## src/rtl/mux_pkg.sv

```systemverilog
// mux_pkg: shared select encoding and defaults for the registered one-hot mux.
package mux_pkg;
  localparam int DEFAULT_WIDTH = 4;
  typedef logic [2:0] sel_t;
  localparam sel_t SEL_IP1 = 3'b001;
  localparam sel_t SEL_IP2 = 3'b010;
  localparam sel_t SEL_IP3 = 3'b100;
endpackage

```

## src/rtl/mux_sel_decode.sv

```systemverilog
// mux_sel_decode: priority-resolves the select strobes and flags non-one-hot patterns.
module mux_sel_decode
  import mux_pkg::*;
(
  input  sel_t       sel,
  output logic [1:0] idx,
  output logic       valid,
  output logic       onehot_ok
);
  always_comb begin
    idx = sel[0] ? 2'd0 : sel[1] ? 2'd1 : 2'd2;
    valid = |sel;
    onehot_ok = sel == SEL_IP1 || sel == SEL_IP2 || sel == SEL_IP3;
  end
endmodule

```

## src/rtl/mux.sv

```systemverilog
// mux: registered 3-input one-hot-select multiplexer with a registered select-error flag.
module mux
  import mux_pkg::*;
#(
  parameter int WIDTH     = DEFAULT_WIDTH,
  parameter bit ASSERT_EN = 1'b1
) (
  input  logic             clock,
  input  logic             reset,
  input  logic [WIDTH-1:0] ip1,
  input  logic [WIDTH-1:0] ip2,
  input  logic [WIDTH-1:0] ip3,
  input  logic             sel1,
  input  logic             sel2,
  input  logic             sel3,
  output logic [WIDTH-1:0] mux_op,
  output logic             sel_err
);
  sel_t             sel;
  logic [1:0]       idx;
  logic             valid;
  logic             onehot_ok;
  logic [WIDTH-1:0] data;
  assign sel = {sel3, sel2, sel1};
  mux_sel_decode u_dec (
    .sel       (sel),
    .idx       (idx),
    .valid     (valid),
    .onehot_ok (onehot_ok)
  );
  assign data = idx == 2'd0 ? ip1 : idx == 2'd1 ? ip2 : ip3;
  always_ff @(posedge clock or posedge reset) begin
    if (reset) begin
      mux_op  <= '0;
      sel_err <= 1'b0;
    end else begin
      if (valid) mux_op <= data;
      sel_err <= !onehot_ok;
    end
  end
  if (ASSERT_EN) begin : g_assert
    // armed blocks $past-based checks from looking back into a reset cycle
    logic armed;
    always_ff @(posedge clock or posedge reset) begin
      if (reset) armed <= 1'b0;
      else armed <= 1'b1;
    end
    a_onehot: assert property (@(posedge clock) disable iff (reset) $onehot(sel))
      else $warning("a_onehot: select %b is not one-hot", sel);
    a_sel1: assert property (@(posedge clock) disable iff (reset)
      armed && $past(sel == SEL_IP1) |-> mux_op == $past(ip1));
    a_sel2: assert property (@(posedge clock) disable iff (reset)
      armed && $past(sel == SEL_IP2) |-> mux_op == $past(ip2));
    a_sel3: assert property (@(posedge clock) disable iff (reset)
      armed && $past(sel == SEL_IP3) |-> mux_op == $past(ip3));
    a_hold: assert property (@(posedge clock) disable iff (reset)
      armed && $past(sel == 3'b000) |-> $stable(mux_op));
    a_err: assert property (@(posedge clock) disable iff (reset)
      armed |-> sel_err == $past(!$onehot(sel)));
    a_reset: assert property (@(posedge clock) reset |-> mux_op == '0 && !sel_err);
    c_sel1: cover property (@(posedge clock) disable iff (reset) sel == SEL_IP1);
    c_sel2: cover property (@(posedge clock) disable iff (reset) sel == SEL_IP2);
    c_sel3: cover property (@(posedge clock) disable iff (reset) sel == SEL_IP3);
    c_000: cover property (@(posedge clock) disable iff (reset) sel == 3'b000);
    c_011: cover property (@(posedge clock) disable iff (reset) sel == 3'b011);
    c_101: cover property (@(posedge clock) disable iff (reset) sel == 3'b101);
    c_110: cover property (@(posedge clock) disable iff (reset) sel == 3'b110);
    c_111: cover property (@(posedge clock) disable iff (reset) sel == 3'b111);
  end
endmodule

```

## config.mk

```make
export PLATFORM = sky130hd
export DESIGN_NAME = mux
export DESIGN_NICKNAME = d
export VERILOG_FILES = /design/src/rtl/mux_pkg.sv /design/src/rtl/mux_sel_decode.sv /design/src/rtl/mux.sv
export SDC_FILE = /design/constraint.sdc
export NUM_CORES = 1
export LEC_CHECK = 0
export CORE_AREA = 2 2 39 41
export DETAILED_ROUTE_END_ITERATION = 16
export DIE_AREA = 0 0 41 43
export HOLD_SLACK_MARGIN = 0.06
export SLEW_MARGIN = 20
export SYNTH_ARGS = -nofsm -noshare
export SYNTH_HDL_FRONTEND = slang
export SYNTH_HIERARCHICAL = 1
export SYNTH_SLANG_ARGS = --single-unit
```

## constraint.sdc

```tcl
create_clock -name clock -period 1.58 [get_ports clock]
set_input_delay 0.237 -clock clock [delete_from_list [all_inputs] [get_ports clock]]
set_output_delay 0.237 -clock clock [all_outputs]
set_load 0.02 [all_outputs]
```

==> impl_metrics.py <==
metrics = {
    "floorplanning": {
        "die_area_um2": 1763,
        "dieWidth_um": 41,
        "die_y_extent_um": 43,
        "floorplan.rows": 14,
        "ioPinCount": 22,
        "coreArea_um2": 1384,
        "floorplan.initialDensity": 0.2251,
    },
    "sta": {
        "hold_viol": 0,
        "fin_crit_ns": 1.441,
        "fin_crit_sh": 0.9118,
        "worst_pin_slew_ns": 0.2448,
        "timing.fmax_mhz": 694.1,
        "fin_worst_skew_ns": 0,
        "grt_setup_unrepaired": "false",
        "timing.final.setup_violations": 0,
        "max_slew_margin": 0.8368,
        "hold_slack_ns": 0.1904,
        "timing.final.max_slew_violations": 0,
    },
    "cells_and_area": {
        "layout-area-overhead-vs-synth_pct": 84.74,
        "final_cells": 73,
        "post_route_cells_drive_above_1_share": 0.1754,
        "ant_cells": 0,
        "fillerInstances": 147,
        "layout.nets": 75,
        "stdcell_area_um2": 575.6,
    },
    "detailed_routing": {
        "vias": 309,
        "drt.antenna.violating_nets": 0,
        "detail_route.wirelength_um": 651,
        "routed_via_density": 4.233,
        "dr.pass1.iters": 2,
        "first_iter_violations": 2,
        "average_wire_length_per_cell_after_detail_routing_um": 8.918,
        "remaining_drc_errors": 0,
    },
    "clock_network": {
        "clock_pin_slew_on_the_worst_setup_and_hold_paths_ns": 0.04,
        "cts_resized": 0,
        "cts_inserted_buffers": 3,
        "clockRootBuffer": "sky130_fd_sc_hd__clkbuf_4",
        "cts-root-to-sink-buffers": 2,
        "clkLatencyLatePin_ns": 0.24,
        "clock-sinks": 5,
        "postCtsHoldBufs": 0,
        "tritoncts": "done",
        "cts_max_level": 1,
        "postCtsSetupRepairBufs": 0,
    },
    "power": {
        "switching_power_uw": 106.4,
        "p_leak_uw": 0.0002294,
        "internal_power_uw": 319.5,
        "design_power_total_uw": 425.9,
        "share_of_total_power_in_sequential_cells": 0.357,
        "power.clock.fraction": 0.334,
        "comb_power_share": 0.310,
        "pwr_density_cell_nw_per_um2": 740.0,
        "peakVddDrop_mv": 0.2171,
        "power_switching_share": 0.2499,
    },
    "worst_setup_path": {
        "critical_path.max_fanout": 2,
        "max_stage_delay_ns": 0.61,
        "endpoint_kind": "primary output",
        "critical_path_arrival_ns": 1.20,
        "setup.worst_path.start_class": "flip-flop",
        "rr_worst_depth": 2,
        "cpMaxStageDelayCell": "sky130_fd_sc_hd__clkdlybuf4s50_1",
        "cpLargestDelayFamily": "buffers and inverters",
        "r2r-end": "mux_op[1]$_DFFE_PP0P_",
        "crit-reg2reg-launch": "mux_op[1]$_DFFE_PP0P_",
        "worstPathRequired_ns": 1.34,
        "worst-r2r-setup-slack_ns": 0.92,
        "cp.depth": 1,
        "timing.critical_path.cells": "clkdlybuf4s50_1",
        "critical_path_buf_inv_count": 1,
        "timing.setup.critical_path_class": "reg2out",
        "capture_point_of_the_worst_path": "mux_op[1]",
        "worst_setup_path_startpoint": "mux_op[1]$_DFFE_PP0P_",
    },
    "logic_synthesis": {
        "combinational_family_with_the_most_area_after_synthesis": "simple AND/OR/NAND/NOR gates",
        "synth_warnings": 6,
        "ys_top_cells_by_area": "sky130_fd_sc_hd__dfrtp_1, sky130_fd_sc_hd__mux2i_1, sky130_fd_sc_hd__nand2b_2, sky130_fd_sc_hd__o211ai_1, sky130_fd_sc_hd__nand3_1",
        "area_share_of_the_largest_cell_type_after_synthesis": 0.4016,
        "synth_largest_area_cell": "sky130_fd_sc_hd__dfrtp_1",
        "synth-main-ff-cell": "sky130_fd_sc_hd__dfrtp_1",
        "synth-compound-area-share": 0.1365,
        "synth-adder-area-share": 0,
        "synth_seq_area_share": 0.4016,
        "postSynthAreaPerCell_um2": 10.05,
        "synth.net_count": 48,
        "number_of_enable_flip_flop_cells_after_synthesis": 0,
        "post_synth_inst_count": 31,
        "synthXorXnorAreaFrac": 0.02811,
        "synthDistinctLibCells": 14,
        "synthArstFlopShare": 1.000,
        "synthSimpleGateAreaFrac": 0.2570,
        "synth.cells.most_frequent": "sky130_fd_sc_hd__dfrtp_1, sky130_fd_sc_hd__mux2i_1, sky130_fd_sc_hd__nand2b_2, sky130_fd_sc_hd__nand3_1, sky130_fd_sc_hd__o211ai_1",
        "synthMostInstantiatedCell": "sky130_fd_sc_hd__dfrtp_1",
        "muxShareOfSynthArea": 0.1285,
        "syn-cell-area_um2": 311.5,
        "synth-seq-cells": 5,
    },
    "global_route": {
        "grt_antenna_before_repair": 0,
        "overflow": 0,
        "grt_start_max_net_pins": 10,
        "total_grt_usage": 0.1102,
        "first_global_vias": 315,
        "grt_first_pass_wirelength_um": 1235,
    },
    "placed_design": {
        "gp_congestion": 0.7053,
        "hpwl_um": 583.6,
        "placedCellCount": 69,
        "buffer_ports.inserted": 21,
        "post_dp_cell_area_um2": 549.3,
    },
    "run": {
        "max_cap_viol_count": 0,
    },
    "outcome": {
        "run_status": "completed",
    },
    "worst_hold_path": {
        "hold_class": "in2async",
    },
}
## state kept, by name (all words and copies together) (netlist names)
register / count
sel_err: 1
mux_op: 4
## layout by cell type (no fill, tap or decap)
master and count:
sky130_fd_sc_hd__xor2_1 1, sky130_fd_sc_hd__buf_4 2, sky130_fd_sc_hd__clkbuf_4 3, sky130_fd_sc_hd__clkbuf_1 1, sky130_fd_sc_hd__nand2b_2 4, sky130_fd_sc_hd__or3_1 1, sky130_fd_sc_hd__nand3_1 4, sky130_fd_sc_hd__and2b_2 1
sky130_fd_sc_hd__nand2b_1 1, sky130_fd_sc_hd__nor2_1 1, sky130_fd_sc_hd__clkdlybuf4s50_1 21, sky130_fd_sc_hd__o21a_1 1, sky130_fd_sc_hd__o21ai_0 1, sky130_fd_sc_hd__dfrtp_1 5, sky130_fd_sc_hd__o211ai_1 4, sky130_fd_sc_hd__mux2i_1 4
sky130_fd_sc_hd__inv_1 2
## power by group through the flow
stage | combinational, µW | sequential (µW) | clock [µW]
detailed placement | 134 | 154 | 0
global route | 146 | 153 | 162
global placement | 132 | 154 | 0
floorplan | 36.9 | 171 | 0
finish | 132 | 152 | 142
CTS | 134 | 152 | 151
## stage by stage
stage / worst slack, ns / setup TNS (ns) / util
floorplan: 0.5282 / 0 / -
global placement: -0.003596 / -0.003596 / 0.3969
detailed placement: -0.04032 / -0.1140 / 0.3969
CTS: 0.1158 / 0 / 0.4159
global route: 0.09229 / 0 / 0.4159
finish: 0.1394 / 0 / 0.4159
## cells by family after synthesis
logic type / after synthesis
AO/OA/AOI/OAI: 6
multiplexers: 4
XOR/XNOR: 1
flip-flops: 5
AND/OR/NAND/NOR: 12
buffers and inverters: 3
## worst min path at each step
stage	from	endpoint	slack, ns
2_1_floorplan	reset	mux_op[0]$_DFFE_PP0P_	0.02
3_5_place_dp	reset	sel_err$_DFF_PP0_	0.45
5_1_grt	reset	sel_err$_DFF_PP0_	0.23
3_3_place_gp	reset	sel_err$_DFF_PP0_	0.45
6_report	reset	sel_err$_DFF_PP0_	0.19
4_1_cts	reset	sel_err$_DFF_PP0_	0.19
## routing by layer
layer,share of wire,up-vias,wire [µm],GRT usage
met5,0,-,0,0
met4,0.029,0,19,0.1200
met3,0.074,2,48,0.01571
met2,0.53,15,343,0.1438
met1,0.37,132,239,0.1382
li1,-,160,-,-
## layout make-up
cell class / instances / area (µm²) / share of cell area
Inverter: 2 / 7.507 / 0.01304
Tap cell: 16 / 20.02 / 0.03478
Clock buffer: 4 / 26.28 / 0.04565
Timing Repair Buffer: 23 / 225.2 / 0.3913
Sequential cell: 5 / 125.1 / 0.2174
Multi-Input combinational cell: 23 / 171.4 / 0.2978
Note: power is estimated with default switching activity, not from simulation.
==> patch 1, RTL diff (config.mk and constraints unchanged) <==
Set the package constant `DEFAULT_WIDTH` to 6 (it was 4).
--- a/src/rtl/mux_pkg.sv
+++ b/src/rtl/mux_pkg.sv
@@ -1,6 +1,6 @@
 // mux_pkg: shared select encoding and defaults for the registered one-hot mux.
 package mux_pkg;
-  localparam int DEFAULT_WIDTH = 4;
+  localparam int DEFAULT_WIDTH = 6;
   typedef logic [2:0] sel_t;
   localparam sel_t SEL_IP1 = 3'b001;
   localparam sel_t SEL_IP2 = 3'b010;
Interface: changed (resized ip1, ip2, ip3 and mux_op); port bits go from 22 to 30. The function was not compared with the original's and may differ.
==> patch 1 against the unedited design <==
  * Routed wire length is 77% higher
  * Setup slack lost 0.025 ns
  * Cell area grew 45%
  * Cell count grew 30%
  * Synthesized cell count up 35%
  * Critical path depth is the same
  * Synthesized area increased by 53%
  * Sequential cell count rose by 2
  * Power up 37%
  * Critical path type unchanged
  * Largest power group unchanged
==> patch 1: results (changes against the unedited design) <==
* Via density at 4.64 (+9.7%)
* Met2 wire length at 536 um (+56%)
* R2r endpoint: mux_op[3]
* Final wirelength at 1150 um (+77%)
* Final Wtd Congestion at 0.740 (+4.9%)
* Seq_cells at 7 (+2)
* Global-route wire length before repair at 1860 um (+50%)
* Sequential cell area at 175 um^2 (+40%)
* Syn_area_per_cell at 11.4 um^2 (+13%)
* Fraction of area in registers at 21.0% (-0.78 points)
* Buffers, non-clock at 35 (+52%)
* Status: finished clean
* Placed cells at 91 (+32%)
* CP Data Arrival Time at 1.23 ns (+0.03 ns)
* Min cycle time layout at 1.47 ns (+0.0247 ns)
* Placed instance area at 810 um^2 (+47%)
* WL met3 at 108 um (+130%)
* FILL cells at 130 (-12%)
* Cell Area, Synth at 477 um^2 (+53%)
* Layout Nets at 103 (+37%)
* Worst-Margin Slew at 0.293 ns (+0.0481 ns)
* Layout clock area frac at 3.14% (-1.4 points)
* GR Layer Usage met3 at 5.76% (+4.2 points)
* Clk slew on worst S/H paths at 0.06 ns (+0.02 ns)
* Multi-In Gates at 31 (+35%)
* RR Startpoint: mux_op[3]
* Area of the multi-input gates at 272 um^2 (+58%)
* Synthesized Nets at 65 (+35%)
* P_leak at 0.000349 uW (+52%)
* Synth top area cells: dfrtp_1, o211ai_2, mux2i_1, nand2b_2, nand3_1
* Tot GR Track Use at 16.0% (+5.0 points)
* Hold Slack at 0.219 ns (+0.0282 ns)
* Worst vdd ir at 0.000325 V (+50%)
* Layout non-clock buf frac at 40.1% (+0.99 points)
* Compound-cell area share of the yosys netlist at 18.4% (+4.7 points)
* Setup Slack @ Placement at -0.0514 ns (-0.0111 ns)
* Final non-filler cell total at 95 (+30%)
* Largest regs: mux_op: 6 flops, sel_err: 1 flops
* Vias in the first global route at 440 (+40%)
## patch 1: cell types whose count changed in the layout (fill, tap and decap cells not counted), sizes merged
| cell | before | now |
|---|---|---|
| buf | 2 | 6 |
| clkdlybuf4s50 | 21 | 29 |
| dfrtp | 5 | 7 |
| mux2i | 4 | 6 |
| nand2b | 5 | 7 |
| nand3 | 4 | 6 |
| o211ai | 4 | 6 |
## patch 1: where the power goes
group | leakage [uW] | switching (uW) | internal, uW | total [uW]
clock | 0.0000150 | 71.1 | 96.7 | 168
combinational | 0.000251 | 80.8 | 124 | 204
sequential | 0.0000834 | 13.3 | 200 | 213
total | 0.000349 | 165 | 420 | 585
## patch 1: worst max-delay path by stage
stage	to	slack [ns]	cells after the start
finish	mux_op[4]	0.11	1
global route	mux_op[4]	0.06	1
CTS	mux_op[5]	0.10	1
detailed placement	mux_op[1]	-0.05	5
global placement	mux_op[5]	-0.03	5
floorplan	mux_op[1]	0.44	4
==> patch 2, RTL diff (config.mk and constraints unchanged) <==
Made on the original files. Reset style: synchronous (`reset`), changed in 2 clocked blocks.
--- a/src/rtl/mux.sv
+++ b/src/rtl/mux.sv
@@ -29,7 +29,7 @@
     .onehot_ok (onehot_ok)
   );
   assign data = idx == 2'd0 ? ip1 : idx == 2'd1 ? ip2 : ip3;
-  always_ff @(posedge clock or posedge reset) begin
+  always_ff @(posedge clock) begin
     if (reset) begin
       mux_op  <= '0;
       sel_err <= 1'b0;
@@ -41,7 +41,7 @@
   if (ASSERT_EN) begin : g_assert
     // armed blocks $past-based checks from looking back into a reset cycle
     logic armed;
-    always_ff @(posedge clock or posedge reset) begin
+    always_ff @(posedge clock) begin
       if (reset) armed <= 1'b0;
       else armed <= 1'b1;
     end
Formal check against the unedited RTL: differs if reset is asserted again (counterexample within 4 cycles, from zero or initial values and one cycle with reset high); with reset held inactive, the same outputs for 10 cycles.
==> patch 2 against the unedited design <==
  * Synthesized area shrank 0.80%
  * Sequential cell count is the same
  * Cell count grew 4.1%
  * Critical path depth grew 3
  * Routed wire length grew 18%
  * Setup slack gained 0.0052 ns
  * Power shrank 1.8%
  * Via count grew 12%
  * Cell area grew 4.6%
  * Critical path type is now primary input to flip-flop
==> patch 2: results (changes against the unedited design) <==
* Status: finished clean
* Detailed placer's ending HPWL at 606 um (+3.8%)
* Clock power share at 35.1% (+1.7 points)
* P_leak at 0.000224 uW (-2.3%)
* Setup Slack @ Placement at -0.104 ns (-0.0640 ns)
* R2r endpoint: mux_op[0]
* Via count at 346 (+12%)
* Worst-Margin Slew at 0.236 ns (-0.00859 ns)
* Placed cells at 72 (+4.3%)
* Tot GR Track Use at 11.2% (+0.20 points)
* CP startpoint: sel2
* Antenna Cells at 0 (unchanged)
* Final Wtd Congestion at 0.742 (+5.1%)
* Worst vdd ir at 0.000280 V (+29%)
* First-pass detailed-route iteration total at 4 (+2)
* Sequential cell area at 100 um^2 (-20%)
* Layout Nets at 78 (+4.0%)
* Int Power at 315 uW (-1.3%)
* Yosys cell types at 14 (unchanged)
* DR iter-0 viols at 1 (-1)
* Most common library cells after synthesis: dfxtp_1, mux2i_1, nand2b_2, nand4b_1, o221ai_1
* Post-synthesis sequential area ratio at 32.4% (-7.8 points)
* Placed instance area at 576 um^2 (+4.8%)
* Final wirelength at 767 um (+18%)
* Reg2reg setup slack at 0.94 ns (+0.02 ns)
* Synth top area cells: dfxtp_1, mux2i_1, nand2b_2, nand4b_1, o221ai_1
* Total power at 418 uW (-1.8%)
* Logic pwr share at 30.4% (-0.6 points)
* Ys async rst share at 0% (-100 points)
* Vias in the first global route at 332 (+5.4%)
* Hold depth at 2
* Layout cells sized above 1 at 25.0% (+7.5 points)
* Hold WC Path Type: flip-flop to flip-flop
* FILL cells at 140 (-4.8%)
* RR Startpoint: mux_op[0]
* Worst Path Max Fanout at 9 (+7)
* Wirelength per Cell at 10.1 um (+13%)
* Fmax at 697 MHz (+0.36%)
* R2R depth at 2 (unchanged)
* Global-route wire length before repair at 1290 um (+4.5%)
* CP Data Arrival Time at 1.54 ns (+0.34 ns)
* Cells after Synth at 31 (unchanged)
## patch 2: metrics by stage
step | setup TNS (ns) | hold WS (ns)
final | 0 | 0.527
after global routing | 0 | 0.553
after CTS | 0 | 0.537
after detailed placement | -0.411 | 0.531
after global placement | -0.353 | 0.520
after floorplan | 0 | 0.406
## patch 2: layer usage
layer,track usage [%],part of all wire (%)
met5,0,0
met4,12.0,1.8
met3,1.57,6.0
met2,15.0,49
met1,13.7,43
## patch 2: area by class of cell
class | count | area share, %
repair buffers | 27 | 42.4
clock buffers | 4 | 4.37
flip-flops and latches | 5 | 16.6
multi-input cells | 24 | 33.3
well taps | 16 | 3.33
## patch 2: logic make-up after synthesis
family	Yosys count	share of synthesized area (%)
buffers and inverters	2	2.83
muxes	4	13.0
and+or+nand+nor	13	33.6
xor gates and xnor gates	1	2.83
DFF	5	32.4
AOI/OAI and AO/OA	6	15.4
## patch 2: critical path, cell delays in order
cell	delay, ns
clkdlybuf4s50_1	0.41
or3_1	0.49
or3b_4	0.30
o221ai_1	0.10
